$ cat config.mk
export PLATFORM = sky130hd
export DESIGN_NAME = baud_nco_gen
export DESIGN_NICKNAME = d
export VERILOG_FILES = /design/src/rtl/baud_nco_gen_pkg.sv /design/src/rtl/baud_phase_acc.sv /design/src/rtl/baud_nco_gen.sv
export SDC_FILE = /design/constraint.sdc
export NUM_CORES = 1
export LEC_CHECK = 0
export CAP_MARGIN = 10
export CELL_PAD_IN_SITES_DETAIL_PLACEMENT = 0
export CELL_PAD_IN_SITES_GLOBAL_PLACEMENT = 1
export CORE_MARGIN = 2
export CORE_UTILIZATION = 44
export CTS_BUF_LIST = sky130_fd_sc_hd__clkbuf_16
export DETAILED_ROUTE_END_ITERATION = 7
export PLACE_DENSITY = 0.9
export SETUP_SLACK_MARGIN = 0.05
export SKIP_CTS_REPAIR_TIMING = 1
export SYNTH_ARGS = -nofsm -noshare
export SYNTH_HDL_FRONTEND = slang
export SYNTH_SLANG_ARGS = --single-unit
$ cat constraint.sdc
create_clock -name clk -period 7.3 [get_ports clk]
set_clock_uncertainty 0.05 [all_clocks]
set_input_delay 0.73 -clock clk [delete_from_list [all_inputs] [get_ports clk]]
set_output_delay 0.73 -clock clk [all_outputs]
set_load 0.005 [all_outputs]
$ cat src/rtl/baud_nco_gen_pkg.sv
// Shared UART rate defaults and the phase-increment helper used for INC_DEFAULT
// and for building software-side baud tables.
package baud_nco_gen_pkg;

  localparam int unsigned SYS_CLK_DEFAULT    = 100_000_000;
  localparam int unsigned BAUD_DEFAULT       = 9600;
  localparam int unsigned OVERSAMPLE_DEFAULT = 8;

  // floor(baud * os * 2^acc_w / sys_clk), evaluated in 64-bit arithmetic.
  function automatic longint unsigned baud_inc(input longint unsigned sys_clk,
                                               input longint unsigned baud,
                                               input longint unsigned os,
                                               input int unsigned     acc_w);
    return ((baud * os) << acc_w) / sys_clk;
  endfunction

endpackage

$ cat src/rtl/baud_phase_acc.sv
// Phase accumulator: increment register, wrapping accumulator and carry out.
// Restart forces half phase and beats accumulation; inc_load is independent of both.
module baud_phase_acc #(
  parameter int unsigned           ACC_W   = 32,
  parameter logic [ACC_W-1:0]      INC_RST = '0
) (
  input  logic             clk,
  input  logic             rst,
  input  logic             en,
  input  logic             restart,
  input  logic             inc_load,
  input  logic [ACC_W-1:0] inc_in,
  output logic [ACC_W-1:0] inc_cur,
  output logic             carry
);

  localparam logic [ACC_W-1:0] HALF_PHASE = {1'b1, {(ACC_W-1){1'b0}}};

  logic [ACC_W-1:0] acc;
  logic [ACC_W-1:0] inc_reg;
  logic [ACC_W:0]   sum;

  assign sum     = {1'b0, acc} + {1'b0, inc_reg};
  assign carry   = en & ~restart & sum[ACC_W];
  assign inc_cur = inc_reg;

  always_ff @(posedge clk) begin
    if (!rst) begin
      acc     <= '0;
      inc_reg <= INC_RST;
    end else begin
      if (restart) begin
        acc <= HALF_PHASE;
      end else if (en) begin
        acc <= sum[ACC_W-1:0];
      end
      // Loading never touches acc, so a rate change has no phase glitch.
      if (inc_load) begin
        inc_reg <= inc_in;
      end
    end
  end

endmodule

$ cat src/rtl/baud_nco_gen.sv
// Fractional baud-rate generator: NCO carry drives the oversample tick, and an
// oversample counter decodes the bit tick and mid-bit sample tick.
module baud_nco_gen
  import baud_nco_gen_pkg::*;
#(
  parameter int unsigned     SYS_CLK     = SYS_CLK_DEFAULT,
  parameter int unsigned     BAUD        = BAUD_DEFAULT,
  parameter int unsigned     OVERSAMPLE  = OVERSAMPLE_DEFAULT,
  parameter int unsigned     ACC_W       = 32,
  parameter longint unsigned INC_DEFAULT = baud_inc(64'(SYS_CLK), 64'(BAUD),
                                                    64'(OVERSAMPLE), ACC_W)
) (
  input  logic             clk,
  input  logic             rst,
  input  logic             en,
  input  logic             restart,
  input  logic             inc_load,
  input  logic [ACC_W-1:0] inc_in,
  output logic [ACC_W-1:0] inc_cur,
  output logic             os_tick,
  output logic             bit_tick,
  output logic             mid_tick
);

  localparam int unsigned      CNT_W    = (OVERSAMPLE > 1) ? $clog2(OVERSAMPLE) : 1;
  localparam logic [CNT_W-1:0] CNT_LAST = CNT_W'(OVERSAMPLE - 1);
  localparam logic [CNT_W-1:0] CNT_MID  = CNT_W'(OVERSAMPLE / 2 - 1);
  localparam logic [ACC_W-1:0] INC_RST  = ACC_W'(INC_DEFAULT);

  logic             carry;
  logic [CNT_W-1:0] os_cnt;

  baud_phase_acc #(
    .ACC_W   (ACC_W),
    .INC_RST (INC_RST)
  ) u_phase_acc (
    .clk      (clk),
    .rst      (rst),
    .en       (en),
    .restart  (restart),
    .inc_load (inc_load),
    .inc_in   (inc_in),
    .inc_cur  (inc_cur),
    .carry    (carry)
  );

  // carry is already gated by en and restart, so the decode only needs carry.
  always_ff @(posedge clk) begin
    if (!rst) begin
      os_cnt   <= '0;
      os_tick  <= 1'b0;
      bit_tick <= 1'b0;
      mid_tick <= 1'b0;
    end else begin
      os_tick  <= carry;
      bit_tick <= carry && (os_cnt == CNT_LAST);
      mid_tick <= carry && (os_cnt == CNT_MID);
      if (restart) begin
        os_cnt <= '0;
      end else if (carry) begin
        os_cnt <= (os_cnt == CNT_LAST) ? '0 : os_cnt + 1'b1;
      end
    end
  end

endmodule

# After elaboration in Yosys (flattened, before gate mapping)
# Cells that the tools add are included.
[op_classes] add_sub_neg=2 n_eq_ne=2 muxes=3 n_bitwise=4 reduce_logical=4
[op_table] op="2-to-1 mux 32 bit" n=2
[op_table] op="adder 32 x 32 -> 33 bit" n=1
[op_table] op="adder 3 x 1 -> 3 bit, second input constant" n=1
[op_table] op="equality test 3 x 2 -> 1 bit, second input constant" n=1
[op_table] op="equality test 3 bit, second input constant" n=1
[op_table] op="2-to-1 mux 3 bit" n=1
[op_table] op="AND 1 bit" n=2
[op_table] op="logical AND 1 bit" n=2
[op_table] op="NOT 1 bit" n=2
[op_table] op="nonzero test 2 bit" n=1
[op_table] op="OR reduction 2 bit" n=1
[totals] ff_bits=70 input_bits=37 out_inout_bits=35 word_cells=22

# Logic depth before layout (Yosys ltp)
[logic_depth] word_depth=4 mapped_depth=11 mapped_depth_nobuf=11

# Hierarchy
# Synthesis repeated with hierarchy kept, for this count alone.
[hier_totals] cells_unflattened=537 hier_area_um2=4471.8
[by_module_without_submodules] module="baud_phase_acc" n_inst=1 cells_per_inst=515 area_per_inst_um2=4231.6 seq_area_each_um2=1281.2
[by_module_without_submodules] module="baud_nco_gen" n_inst=1 cells_per_inst=22 area_per_inst_um2=240.2 seq_area_each_um2=120.1

# Worst setup path before layout
# OpenSTA, ideal clock, no wires.
[synth_path] path_kind="register to register" from="reg u_phase_acc.inc_reg[0], in the netlist u_phase_acc.inc_cur[0]" to="reg os_cnt[0]" setup_time_ns=0.072 arrival_time_ns=2.540 t_required_ns=7.178 setup_slack_ns=4.638 stages_incl_launch_ff=12 n_path_buf=0 period_less_slack_ns=2.662 path_cell_list="dfxtp_1 > ha_1 > inv_1 > fa_1 > nor2b_4 > o2111ai_2 > a211oi_2 > o211ai_2 > o211ai_2 > nand3_2 > a311oi_4 > mux2i_1"
[synth_via] elab_chain_cells=2
[synth_lines] item="from (decl)" line_no="baud_phase_acc.sv:20" source="logic [ACC_W-1:0] inc_reg;"
[synth_lines] item="from (signal assigned)" line_no="baud_phase_acc.sv:39" source="inc_reg <= inc_in;"
[synth_lines] item="adder 32 x 32 -> 33 bit" line_no="baud_phase_acc.sv:23" source="assign sum = {1'b0, acc} + {1'b0, inc_reg};"
[synth_lines] item="AND 1 bit" line_no="baud_phase_acc.sv:24" source="assign carry = en & ~restart & sum[ACC_W];"
[synth_lines] item="to (signal assigned)" line_no="baud_nco_gen.sv:61" source="os_cnt <= (os_cnt == CNT_LAST) ? '0 : os_cnt + 1'b1;"
[synth_lines] item="to (decl)" line_no="baud_nco_gen.sv:31" source="logic [CNT_W-1:0] os_cnt;"
# No other way between the ends.
# A chain may end at the register's enable or synchronous reset.

# Final worst setup path
[layout_path] from="reg u_phase_acc.inc_reg[0], in the netlist u_phase_acc.inc_cur[0]" to="reg u_phase_acc.acc[30]"
[layout_via] elab_chain_cells=1
[layout_lines] item="adder 32 x 32 -> 33 bit" line_no="baud_phase_acc.sv:23"
[layout_lines] item="to (signal assigned)" line_no="baud_phase_acc.sv:35" source="acc <= sum[ACC_W-1:0];"
[layout_lines] item="to (decl)" line_no="baud_phase_acc.sv:19" source="logic [ACC_W-1:0] acc;"
# No other way between the ends.

==> metrics.log <==
INFO  metric synth-seq-cells = 70
INFO  metric via_count = 3724
INFO  metric routed_via_density = 5.54
INFO  metric hold_wc_path_type = register to register
INFO  metric synth.net_count = 550
INFO  metric height_of_the_chip = 102 um
INFO  metric critical-path-max-stage-delay = 0.45 ns
INFO  metric maxSlewViolCount = 0
INFO  metric cts.sink_count = 70
INFO  metric first_global_vias = 3527
INFO  metric post-place-ws = 4.22 ns
INFO  metric floorplan.initialDensity = 45.8%
INFO  metric post_route_cells_drive_above_1_share = 6.08%
INFO  metric first_pass_grt_wire_length = 16900 um
INFO  metric critPathMostFrequentCell = sky130_fd_sc_hd__o2111ai_2
INFO  metric grtUsageMet3 = 3.76%
INFO  metric min_from = os_cnt[1]$_SDFFE_PP0P_
INFO  metric tightest_slew = 1.01 ns
INFO  metric max-cap-violations = 0
INFO  metric timing.critical_path.to_type = register
INFO  metric worst-setup-path-type = register to register
INFO  metric cts_root_buffer = sky130_fd_sc_hd__clkbuf_16
INFO  metric worst_skew_pair.late_latency = 0.33 ns
INFO  metric cp_cell_sequence = ha_1, inv_1, fa_1, nor2b_4, o2111ai_2, a211oi_2, o211ai_2, o2111ai_2, nand3_1, a2111oi_0, nand3b_1
INFO  metric yosysWarnings = 0
INFO  metric setup_total_negative_slack = 0 ns
INFO  metric top_level_pins = 72
INFO  metric fin_crit_sh = 40.5%
INFO  metric grt_usage = 20.3%
INFO  metric critical_path_peak_fanout = 5
INFO  metric finalWirelength = 10000 um
INFO  metric vdd.ir_drop.worst = 0.0000960 V
INFO  metric cp_data_arrival_time = 3.18 ns
INFO  metric layout_setup_ws = 4.34 ns
INFO  metric synth_sequential_area_ratio = 33.0%
INFO  metric crit_path_top_delay_cell = sky130_fd_sc_hd__a2111oi_0
INFO  metric final.min_clock_period = 2.96 ns
INFO  metric detail_route.drc_violations = 0
INFO  metric groute.layer.met1.usage = 27.8%
INFO  metric rr_startpoint = u_phase_acc.inc_cur[0]$_SDFFE_PN0P_
INFO  metric clkSlewWorstSetupHoldPaths = 0.06 ns
INFO  metric timing.critical_path.required = 7.52 ns
INFO  metric place.port_buffers = 71
INFO  metric synthDistinctLibCells = 59
INFO  metric detailed_place_hpwl = 7110 um
INFO  metric timing.critical_path.from = u_phase_acc.inc_cur[0]$_SDFFE_PN0P_
INFO  metric fp-row-count = 35
INFO  metric area_growth_syn_to_layout = 24.3%
INFO  metric status = completed
INFO  metric synth-edff-count = 0
INFO  metric final_hold_viol_count = 0
INFO  metric asyncSetResetFlopFracSynth = 0%
INFO  metric finalNetCount = 611
INFO  metric worst_slew_margin_rel = 32.8%
INFO  metric leakage = 2.31 nW
INFO  metric core_region_area = 9280 um2
INFO  metric maximum_number_of_pins_on_one_net_before_global_route_repair = 39
INFO  metric grt_setup_unrepaired = false
INFO  metric drt_first_pass_iters = 4
INFO  metric starting_drc_count_in_detailed_routing = 163
INFO  metric antenna_found_initial = 0
INFO  metric clock_tree_from_tritoncts = done
INFO  metric fp.dieArea = 10500 um2
INFO  metric post_synth_instance_area = 4250 um2
INFO  metric gp_congestion = 0.916
INFO  metric max_freq = 0.338 GHz
INFO  metric synthCells = 477
INFO  metric antennaDiodeCount = 0
INFO  metric timing.final.setup_violations = 0
INFO  metric wl_per_cell = 14.9 um
INFO  metric postSynthAreaPerCell = 8.91 um2
INFO  metric power-per-cell-area = 186 nW/um2
INFO  metric tritoncts.num_buffers = 9
INFO  metric postSynth.topFlopCell = sky130_fd_sc_hd__dfxtp_1
INFO  metric antenna_left = 0
INFO  metric grt.met2_usage = 32.4%
INFO  metric grt_overflow_total = 0
INFO  metric cts_max_path_buffers = 2
INFO  metric htree_levels = 3
INFO  metric gr-max-usage-layer = met2
INFO  metric floorplan.die.width = 102 um
INFO  metric critical_path.startpoint_type = register
-- cell usage in the layout, fill, tap and decap left out, drive strengths merged, types with 7 or more instances in the layout --
cell type / netlist / layout
a21oi: 28 / 28
o22ai: 7 / 7
nor3: 8 / 8
a21o: 16 / 16
clkdlybuf4s50: 0 / 70
inv: 12 / 14
nor2b: 26 / 26
xor2: 12 / 12
a31oi: 10 / 10
dfxtp: 70 / 70
nand2: 47 / 47
nand3: 19 / 19
and3: 8 / 8
mux2i: 48 / 48
ha: 35 / 35
o21ai: 11 / 11
xnor2: 9 / 9
nor2: 28 / 28
clkbuf: 21 / 9
-- registers in the layout (all words and copies together), names as in the netlist --
signal and cells:
u_phase_acc.acc 32, mid_tick 1, u_phase_acc.inc_cur 32, os_tick 1, os_cnt 3, bit_tick 1
-- worst paths after layout --
kind         depth (start not counted)  slack, ns                          endpoint
max                                 11       4.34  u_phase_acc.acc[30]$_SDFFE_PP0P_
min                                  2       0.42            os_cnt[1]$_SDFFE_PP0P_
max reg2reg                         11       4.34  u_phase_acc.acc[30]$_SDFFE_PP0P_
min reg2reg                          2       0.42            os_cnt[1]$_SDFFE_PP0P_
-- cell families (layout without fill, tap and decap cells) --
| logic type | after synthesis | after routing | share of synthesized area, % |
|---|---|---|---|
| buffers and inverters | 36 | 102 | 3.77 |
| and+or+nand+nor | 157 | 157 | 18.6 |
| DFF | 70 | 70 | 33.0 |
| adders and majority gates | 36 | 36 | 10.8 |
| xor gates and xnor gates | 21 | 21 | 4.33 |
| muxes | 48 | 48 | 11.3 |
| AOI/OAI and AO/OA | 109 | 109 | 18.2 |
-- power by group --
part / leakage, nW / internal, mW / switching, mW / total, mW
sequential: 0.574 / 0.401 / 0.0140 / 0.415
combinational: 1.60 / 0.0919 / 0.0908 / 0.183
clock: 0.135 / 0.224 / 0.162 / 0.386
-- synth_stat cells (all sizes together) (4+ instances only) --
library cell,count,share of area [%]
dfxtp,70,33
mux2i,48,11
nand2,47,4.2
ha,35,10
a21oi,28,3.4
nor2,28,2.5
nor2b,26,4.0
clkbuf,21,2.1
nand3,19,2.4
a21o,16,2.9
inv,12,1.1
xor2,12,2.5
o21ai,11,1.3
a31oi,10,1.5
xnor2,9,1.9
and3,8,1.2
nor3,8,0.94
o22ai,7,1.0
a211oi,6,1.2
nand4,6,0.88
o21a,5,0.88
and2,4,0.62
o211ai,4,0.94
-- stage by stage --
stage | area, um2 | std cells | utilization (%) | hold WS, ns | power (mW)
5_1_grt | 5280 | 672 | 56.9 | 0.443 | 1.03
6_report | 5280 | 672 | 56.9 | 0.420 | 0.983
4_1_cts | 5280 | 672 | 56.9 | 0.425 | 0.993
3_5_place_dp | 5020 | 656 | 54.1 | 0.416 | 0.605
3_3_place_gp | 5020 | 656 | 54.1 | 0.397 | 0.601
2_1_floorplan | 4250 | 477 | - | 0.388 | 0.539
-- per-layer routing --
layer / up-vias / share of wire [%]
met5: - / 0
met4: 0 / 1.5
met3: 11 / 4.0
met2: 90 / 45
met1: 1766 / 49
li1: 1857 / -
-- cell type report --
cell class | count | area (um2)
Timing Repair Buffer | 74 | 728
Clock inverter | 7 | 33.8
Multi-Input combinational cell | 371 | 2690
Sequential cell | 70 | 1400
Fill cell | 859 | 4000
Tap cell | 129 | 161
Clock buffer | 9 | 225
Inverter | 12 | 45.0
-- worst max-delay path: cells and delay by family, from the launching register on --
family / cells / cell delay, ns
buffers and inverters: 1 / 0.06
AOI/OAI and AO/OA: 5 / 1.38
adders and majority gates: 2 / 0.60
and+or+nand+nor: 3 / 0.47
DFF: 1 / 0.35
Power figures use the tool's default switching activity.
